$ cat config.mk
export PLATFORM = sky130hd
export DESIGN_NAME = stepper_step_driver
export DESIGN_NICKNAME = d
export VERILOG_FILES = /design/src/rtl/stepper_pkg.sv /design/src/rtl/stepper_step_driver_dda.sv /design/src/rtl/stepper_step_driver.sv
export SDC_FILE = /design/constraint.sdc
export NUM_CORES = 1
export LEC_CHECK = 0
export CORE_MARGIN = 3
export CORE_UTILIZATION = 45
export DETAILED_ROUTE_END_ITERATION = 8
export SYNTH_ARGS = -nofsm -noshare
export SYNTH_HDL_FRONTEND = slang
export SYNTH_SLANG_ARGS = --single-unit
$ cat constraint.sdc
create_clock -name clock -period 6 [get_ports clock]
set_input_delay 1.2 -clock clock [delete_from_list [all_inputs] [get_ports clock]]
set_output_delay 1.2 -clock clock [all_outputs]
set_load 0.005 [all_outputs]
$ cat src/rtl/stepper_pkg.sv
// -----------------------------------------------------------------------------
// stepper_pkg
//
// Shared definitions for the stepper STEP/DIR driver:
//   - state_t          : command FSM states (IDLE, RUN)
//   - STEP_W           : width of the signed step command and position counter
//   - STEP_ANGLE_MDEG  : mechanical angle of one 1/16 microstep, millidegrees
//   - max_steps()      : largest step count one simulation period can carry
//                        without violating the minimum STEP period
// -----------------------------------------------------------------------------
package stepper_pkg;

    typedef enum logic {
        IDLE = 1'b0,
        RUN  = 1'b1
    } state_t;

    localparam int STEP_W = 16;

    // 1.8 deg full step / 16 microsteps = 0.1125 deg = 112.5 mdeg
    localparam real STEP_ANGLE_MDEG = 112.5;

    function automatic int max_steps(input int sim_period, input int min_step_period);
        return sim_period / min_step_period;
    endfunction

endpackage

$ cat src/rtl/stepper_step_driver_dda.sv
// -----------------------------------------------------------------------------
// stepper_dda
//
// Digital differential analyser that spreads `mag` fire events evenly across
// one simulation period of SIM_PERIOD clocks. Each active cycle adds `mag` to
// the accumulator; whenever the sum reaches SIM_PERIOD, SIM_PERIOD is removed
// and `fire` is asserted for that cycle. With acc starting at zero, the n-th
// fire lands on active cycle ceil(n*SIM_PERIOD/mag) and the last one on cycle
// SIM_PERIOD exactly.
//
// Ports:
//   clock  in  : system clock
//   reset  in  : asynchronous active-low reset
//   mag    in  : steps to spread over the period (<= SIM_PERIOD)
//   start  in  : restart the period (acc and period_cnt cleared)
//   run    in  : evaluate the accumulator this cycle; low clears it
//   fire   out : combinational; a step is due at the end of this cycle
// -----------------------------------------------------------------------------
module stepper_dda #(
    parameter int SIM_PERIOD = 500_000,
    parameter int MAG_W      = 16
) (
    input  logic             clock,
    input  logic             reset,
    input  logic [MAG_W-1:0] mag,
    input  logic             start,
    input  logic             run,
    output logic             fire
);

    localparam int ACC_W = $clog2(SIM_PERIOD) + 1;
    localparam int CNT_W = $clog2(SIM_PERIOD + 1);

    logic [ACC_W-1:0] acc;
    logic [CNT_W-1:0] period_cnt;
    logic [31:0]      sum;
    logic             in_window;

    always_comb begin
        sum       = 32'(acc) + 32'(mag);
        // Guard so the accumulator never runs past the end of its period.
        in_window = 32'(period_cnt) < 32'(SIM_PERIOD);
        fire      = run && in_window && (sum >= 32'(SIM_PERIOD));
    end

    always_ff @(posedge clock or negedge reset) begin
        if (!reset) begin
            acc        <= '0;
            period_cnt <= '0;
        end else if (start) begin
            acc        <= '0;
            period_cnt <= '0;
        end else if (run) begin
            if (in_window) begin
                acc        <= fire ? ACC_W'(sum - 32'(SIM_PERIOD)) : ACC_W'(sum);
                period_cnt <= period_cnt + CNT_W'(1);
            end
        end else begin
            acc        <= '0;
            period_cnt <= '0;
        end
    end

endmodule

$ cat src/rtl/stepper_step_driver.sv
// -----------------------------------------------------------------------------
// stepper_step_driver
//
// Consumer of the simulator's per-period `delta_steps`. Each accepted command
// is converted into |delta_steps| STEP pulses (clamped to MAX_STEPS) spread
// evenly over one simulation period, with DIR set from the command sign. A
// signed count of issued pulses is kept in `motor_pos` for comparison with the
// simulator's position.
//
// Ports:
//   clock        in  : system clock (50 MHz)
//   reset        in  : asynchronous active-low reset
//   delta_valid  in  : single-cycle strobe qualifying delta_steps
//   delta_steps  in  : signed step count for this period
//   enable       in  : motion enable; low aborts motion and ignores commands
//   step         out : STEP pulse, PULSE_WIDTH clocks high
//   dir          out : 1 = positive direction
//   busy         out : a command is executing (RUN state)
//   motor_pos    out : net issued pulses, two's-complement wrap
//   clamped      out : sticky, a command exceeded MAX_STEPS
//   overrun      out : sticky, a running command was replaced by a newer one
// -----------------------------------------------------------------------------
module stepper_step_driver
    import stepper_pkg::*;
#(
    parameter int SIM_PERIOD      = 500_000,
    parameter int MIN_STEP_PERIOD = 500,
    parameter int PULSE_WIDTH     = 100,
    parameter int DIR_SETUP       = 50
) (
    input  logic                     clock,
    input  logic                     reset,
    input  logic                     delta_valid,
    input  logic signed [STEP_W-1:0] delta_steps,
    input  logic                     enable,
    output logic                     step,
    output logic                     dir,
    output logic                     busy,
    output logic signed [STEP_W-1:0] motor_pos,
    output logic                     clamped,
    output logic                     overrun
);

    localparam int MAX_STEPS = max_steps(SIM_PERIOD, MIN_STEP_PERIOD);
    localparam int PW_W      = $clog2(PULSE_WIDTH + 1);

    // The first pulse of a command comes at least MIN_STEP_PERIOD after the
    // accept; a deferred DIR change happens at most PULSE_WIDTH after it, so
    // this relation is what guarantees DIR setup time at the driver chip.
    if (PULSE_WIDTH + DIR_SETUP > MIN_STEP_PERIOD) begin : g_param_check
        $error("stepper_step_driver: PULSE_WIDTH + DIR_SETUP exceeds MIN_STEP_PERIOD");
    end

    state_t state, state_next;

    logic                     accept;
    logic signed [STEP_W:0]   steps_wide;
    logic        [STEP_W:0]   abs_steps;
    logic                     over_max;
    logic        [STEP_W-1:0] new_mag;
    logic                     new_dir;

    logic        [STEP_W-1:0] mag;
    logic        [STEP_W-1:0] remaining;
    logic                     dda_run;
    logic                     dda_fire;
    logic                     fire;

    logic        [PW_W-1:0]   pw_cnt;
    logic                     pulse_hold;
    logic                     dir_pend;
    logic                     dir_pend_val;

    // Command decode
    always_comb begin
        accept     = delta_valid && enable;
        // Magnitude at 17 bits so that -32768 has a representable absolute value.
        steps_wide = 17'(delta_steps);
        abs_steps  = steps_wide[STEP_W] ? $unsigned(-steps_wide) : $unsigned(steps_wide);
        over_max   = abs_steps > 17'(MAX_STEPS);
        new_mag    = over_max ? STEP_W'(MAX_STEPS) : abs_steps[STEP_W-1:0];
        new_dir    = ~delta_steps[STEP_W-1];
    end

    assign dda_run = (state == RUN) && enable;
    assign busy    = (state == RUN);

    stepper_dda #(
        .SIM_PERIOD (SIM_PERIOD),
        .MAG_W      (STEP_W)
    ) u_dda (
        .clock (clock),
        .reset (reset),
        .mag   (mag),
        .start (accept),
        .run   (dda_run),
        .fire  (dda_fire)
    );

    always_comb begin
        fire       = dda_fire && (remaining != '0);
        // STEP is (or is about to be) high after this edge: DIR must not move.
        pulse_hold = fire || (step && (pw_cnt != '0));
    end

    // Command FSM
    always_comb begin
        state_next = state;
        if (accept) begin
            state_next = (new_mag != '0) ? RUN : IDLE;
        end else if (state == RUN) begin
            // The final fire always lands on the last cycle of the period.
            if (!enable || (fire && (remaining == STEP_W'(1)))) begin
                state_next = IDLE;
            end
        end
    end

    always_ff @(posedge clock or negedge reset) begin
        if (!reset) begin
            state <= IDLE;
        end else begin
            state <= state_next;
        end
    end

    // Command bookkeeping
    always_ff @(posedge clock or negedge reset) begin
        if (!reset) begin
            mag       <= '0;
            remaining <= '0;
            clamped   <= 1'b0;
            overrun   <= 1'b0;
        end else begin
            if (accept) begin
                mag       <= new_mag;
                remaining <= new_mag;
            end else if (!enable) begin
                remaining <= '0;
            end else if (fire) begin
                remaining <= remaining - STEP_W'(1);
            end
            clamped <= clamped | (accept && over_max);
            overrun <= overrun | (accept && (state == RUN));
        end
    end

    // STEP pulse generator: a started pulse always runs its full width
    always_ff @(posedge clock or negedge reset) begin
        if (!reset) begin
            step   <= 1'b0;
            pw_cnt <= '0;
        end else if (fire) begin
            step   <= 1'b1;
            pw_cnt <= PW_W'(PULSE_WIDTH - 1);
        end else if (step) begin
            if (pw_cnt == '0) begin
                step <= 1'b0;
            end else begin
                pw_cnt <= pw_cnt - PW_W'(1);
            end
        end
    end

    // DIR: immediate when STEP is idle, otherwise applied on the falling edge
    always_ff @(posedge clock or negedge reset) begin
        if (!reset) begin
            dir          <= 1'b1;
            dir_pend     <= 1'b0;
            dir_pend_val <= 1'b1;
        end else if (accept) begin
            if (pulse_hold) begin
                dir_pend     <= 1'b1;
                dir_pend_val <= new_dir;
            end else begin
                dir      <= new_dir;
                dir_pend <= 1'b0;
            end
        end else if (dir_pend && !pulse_hold) begin
            dir      <= dir_pend_val;
            dir_pend <= 1'b0;
        end
    end

    // Position tracks the pulse being issued, using the DIR it is issued with
    always_ff @(posedge clock or negedge reset) begin
        if (!reset) begin
            motor_pos <= '0;
        end else if (fire) begin
            motor_pos <= dir ? motor_pos + 16'sd1 : motor_pos - 16'sd1;
        end
    end

endmodule
# Word-level counts from Yosys, hierarchy flattened
# Cells that the tools add are included.
# word_totals
reg_bits,101
output_inout_bits,21
# op_classes
add_sub_neg,8
magnitude_cmp,3
n_eq_ne,5
muxes,29
bitwise,3
n_reduce_logical,23
# ops
operator,n
$mux W16,5
$mux W20,4
$mux W19,3
$reduce_bool A16 Y1,2
$add A20 B16 Y21,1
$ge A21 B19 Y1 const B,1
$mux W7,3
$sub A20 B19 Y20 const B,1
$add A19 B1 Y19 const B,1
$lt A19 B19 Y1 const B,1
$gt A17 B10 Y1 const B,1
$mux W17,1
$neg A16 Y17,1
$add A16 B2 Y16 const B,1
$eq A16 B1 Y1 const B,1
$sub A16 B1 Y16 const B,1
$sub A16 B2 Y16 const B,1
$mux W1,13
$logic_and A1 B1 Y1,10
$logic_not A7 Y1,1
$reduce_bool A7 Y1,1
$sub A7 B1 Y7 const B,1
$reduce_and A2 Y1,3
$ne A2 B2 Y1 const B,2
7 further kinds,11

# Logic depth before layout (Yosys ltp)
# logic_depth
depth_word,9
depth_mapped,16
ltp_nobuf,16

# Hierarchy
# A second synthesis with hierarchy kept.
# unflattened
hier_cells,818
area_unflattened_um2,7126.8
# by_module_without_submodules
module,instances,cells_per_inst,area_each_um2,seq_area_each_um2
stepper_step_driver,1,440,3963.8,1554.0
stepper_dda,1,378,3163.0,975.9

# Least setup slack after synthesis
# Ideal clock, no wire load.
# synth_timing
path_type,reg2reg
start,register mag[7]
end,register u_dda.acc[10]
t_arrival_ps,3537
required_time_ps,5906
path_slack_ps,2369
stages_incl_launch_ff,15
path_buffers,2
period_less_slack_ps,3631
path_cell_list,dfrtp_1 ha_1 buf_2 nand3_1 nor3_1 nor4_1 o211a_1 or4_4 a2111o_1 a211oi_4 or2_2 buf_2 nand3_1 xnor2_1 a211oi_1
# synth_via
elab_chain_len,7
elab_cells_between_ends,8
# synth_lines
item,line,rtl
from (decl),stepper_step_driver.sv:63,logic [STEP_W-1:0] mag;
from (signal assigned),stepper_step_driver.sv:136,mag <= new_mag;
$add A20 B16 Y21 *,stepper_step_driver_dda.sv:40,sum = 32'(acc) + 32'(mag);
$ge A21 B19 Y1,stepper_step_driver_dda.sv:43,fire = run && in_window && (sum >= 32'(SIM_PERIOD));
$logic_and A1 B1 Y1,stepper_step_driver_dda.sv:43,
$mux W20 *,stepper_step_driver_dda.sv:55,acc <= fire ? ACC_W'(sum - 32'(SIM_PERIOD)) : ACC_W'(sum);
$mux W20 *,stepper_step_driver_dda.sv:54,if (in_window) begin
$mux W20 *,stepper_step_driver_dda.sv:53,end else if (run) begin
$mux W20 *,stepper_step_driver_dda.sv:50,end else if (start) begin
to (signal assigned),stepper_step_driver_dda.sv:55,
to (decl),stepper_step_driver_dda.sv:34,logic [ACC_W-1:0] acc;
# Mark *: on every way between the ends. The rest lies on a longest branch, timed or not. The select of a mux whose other input is x is not followed.
# A chain may end at the register's enable or synchronous reset.

# Worst setup path after layout
# layout_timing
start,register mag[0]
end,register u_dda.acc[13]
# The elaborated chain is that of the path after synthesis.

==> impl_results.md <==
- Status: completed
- Ant diodes: 0
- Top_reg_cell synth: dfrtp_1
- Effective utilization at floorplan: 0.464
- Root buffer cell: clkbuf_16
- Reg2reg path depth: 13
- PostCTS Resize Cnt: 0
- Die Ht: 129 um
- Worst-Margin Slew: 1.03 ns
- Sequential area share after synthesis: 0.372
- Router iterations before antenna repair: 5
- Worst-Skew Late Latency: 0.36 ns
- Syn_nets: 849
- Grt ovf: 0
- Antenna-violating nets left: 0
- Die area: 16600 um^2
- Sink of the worst hold path: clamped
- Syn Area/Cell: 8.61 um^2
- CP max-delay cell: nor2_1
- Maximum VDD drop: 0.134 mV
- Synth area leader: dfrtp_1
- Final Net Count: 877
- Clock tree buffer depth: 2
- Power per cell area: 200 nW/um^2
- DP HPWL: 11.9 mm
- CP required: 6.27 ns
- Routability congestion estimate: 0.959
- Vias in the first global route: 5837
- Initial DRC Count: 480
- Io pins: 41
- Critical path type: flip-flop to flip-flop
- Final hold vios: 0
- Critical Path End Type: flip-flop
- # Max-Cap Violations: 0
- Worst r2r src: mag[0]
- Syn-to-layout area delta: 12.3%
- Critical Path, Cell by Cell: ha_1 -> fa_1 -> a21oi_1 -> o22ai_1 -> a311o_1 -> nor4b_1 -> a311oi_1 -> and3b_1 -> a211oi_4 -> nor2_1 -> nor2_1 -> or3_1 -> a31oi_1
- Row cnt: 44
- CTS Buf Count: 9
- Drt wl/cell: 16.3 um
- Synthesized area: 6800 um^2
- Synth Warn #: 0
- Final setup TNS: 0 ns
- Synth top area cells: dfrtp_1 (36%), ha_1 (6.8%), xnor2_1 (5.8%)
- Post-synth top area share: 0.364
- Min Tclk post-route: 4.36 ns
- CP peak stage delay: 0.52 ns
- RSZ-0062 raised after global routing: no
- Worst-path clk slew: 0.07 ns
- CP arrival: 4.63 ns
- EDFF count, synth: 0
- Via density: 5.83
- Die X: 129 um
- Uppermost layer routed: met4
- Most common cell in the netlist: dfrtp_1
- # setup viols final: 0
- Initial antenna violation count: 0
- Hold Startpoint: clamped
- Fmax: 230 MHz
- Post-CTS Repair Setup Buffers: 0
- First-pass GRT wire length: 27.5 mm
- GRT Overall Usage: 0.204
- Metal-1 WL: 7.56 mm
- Worst hold path class: flip-flop to flip-flop
- Distinct cells, synth: 64
- Hold_ws: 0.459 ns
- Post-synthesis register bit count: 101
- Cts hold-fix bufs: 0
- Fin Clk Skew: 0.00885 ns
- Reg2reg end: u_dda.acc[13]
- Total power: 0.00153 W
- Share of layout cells above drive strength 1: 0.0462
- Cells after Synth: 790
- DR WL met3: 551 um
- Routed via count: 5860
- CP delay by family, top: compound AO/OA/AOI/OAI gates
- Core footprint: 14600 um^2
- CTS tree: done
- Residual DRC: 0
- Top cells by count, synth: dfrtp_1 (99), nand2_1 (94), nor2_1 (72), a21oi_1 (52), o21ai_0 (52)
- CP most frequent cell: nor2_1
- Worst path buffer plus inverter count: 0
- Hold path cells: 1
- Clock Sinks: 101
- Met2 routed WL: 8.05 mm
- Slew Viols, Final: 0
- Largest net degree at the start of global routing: 56
- Crit path max fanout: 7
- Crit start category: flip-flop
- Final period util: 0.726
- Slew margin rel.: 0.313
- Leak: 3.38 nW
- I/O Buffers: 40
- CTS H-tree lvls: 3
- R2r setup slk: 1.64 ns
- WL final: 16.4 mm
- Asr flop ratio synth: 1.00
[where the power goes]
group / total (W) / internal, W / switching, W
Combinational: 0.000226 / 0.0000890 / 0.000137
Sequential: 0.000711 / 0.000695 / 0.0000164
Clock: 0.000593 / 0.000323 / 0.000270
Total: 0.00153 / 0.00111 / 0.000423
[worst reg2reg max path: stages, from the launching register on]
cell      delay, ns
dfrtp_1        0.39
ha_1           0.23
fa_1           0.41
a21oi_1        0.23
o22ai_1        0.21
a311o_1        0.50
nor4b_1        0.19
a311oi_1       0.51
and3b_1        0.33
a211oi_4       0.12
nor2_1         0.52
nor2_1         0.14
or3_1          0.34
a31oi_1        0.17
[state kept, by name, indices dropped and copies added, names as in the netlist]
| name | flops |
|---|---|
| u_dda.acc | 20 |
| u_dda.period_cnt | 19 |
| mag | 16 |
| motor_pos | 16 |
| remaining | 16 |
| pw_cnt | 7 |
| busy | 1 |
| clamped | 1 |
| dir | 1 |
| dir_pend | 1 |
| dir_pend_val | 1 |
| overrun | 1 |
| step | 1 |
[cell type report]
| type | count | area [um^2] |
|---|---|---|
| Fill cell | 1374 | 7010 |
| Inverter | 29 | 109 |
| Clock buffer | 10 | 229 |
| Tap cell | 184 | 230 |
| Sequential cell | 101 | 2530 |
| Timing Repair Buffer | 45 | 435 |
| Multi-Input combinational cell | 632 | 4040 |
| Clock inverter | 5 | 60.1 |
[per-stage QoR]
| stage | area [um^2] | cells | setup WS (ns) | util |
|---|---|---|---|---|
| floorplan | 6800 | 790 | 2.37 | - |
| global placement | 7350 | 991 | 1.69 | 0.502 |
| detailed placement | 7350 | 991 | 1.58 | 0.502 |
| CTS | 7640 | 1006 | 1.67 | 0.521 |
| global route | 7640 | 1006 | 1.29 | 0.521 |
| finish | 7640 | 1006 | 1.64 | 0.521 |
[cell families after synthesis]
family	after synthesis	share of synthesized area
compound gates	209	0.199
xor+xnor	72	0.0928
fa+ha+maj	39	0.0740
buf+inv	57	0.0333
flops	101	0.372
mux	3	0.00442
simple gates	309	0.224
[cell usage in the layout, fill, tap and decap left out, drive strengths merged, types with 4 or more instances in the layout]
cell           netlist  routed
clkbuf              23      10
nor4                12      12
o31ai                8       8
xnor2               45      45
a211oi               9       9
nand3               24      24
and3                 6       6
or4                  5       5
a21o                25      25
nand4                8       8
inv                 29      30
o211ai               4       4
a21oi               52      52
or2                  8       8
o21a                 8       8
and2                11      11
nor3                27      27
buf                  5       6
nand2b              11      11
ha                  37      37
o22a                 7       7
nor2b                4       4
dfrtp               99      99
or3                 14      14
nor2                72      72
o21ai               53      53
xor2                27      27
clkdlybuf4s50        0      39
a31oi               13      13
nand2               94      94
[worst max path at each step]
stage,from,endpoint,slack [ns],depth (start not counted)
finish,mag[0],u_dda.acc[13],1.64,13
global route,u_dda.acc[0],dir,1.29,16
CTS,mag[0],u_dda.acc[13],1.67,13
detailed placement,delta_steps[5],remaining[4],1.58,12
global placement,delta_steps[4],remaining[1],1.69,11
floorplan,mag[7],u_dda.acc[10],2.37,14
[metal layers]
layer / track usage / vias to the layer above
li1: - / 2885
met1: 0.259 / 2837
met2: 0.357 / 116
met3: 0.0399 / 22
met4: 0.0531 / 0
met5: 0 / -
No activity file was read; power rests on OpenSTA's default activity.
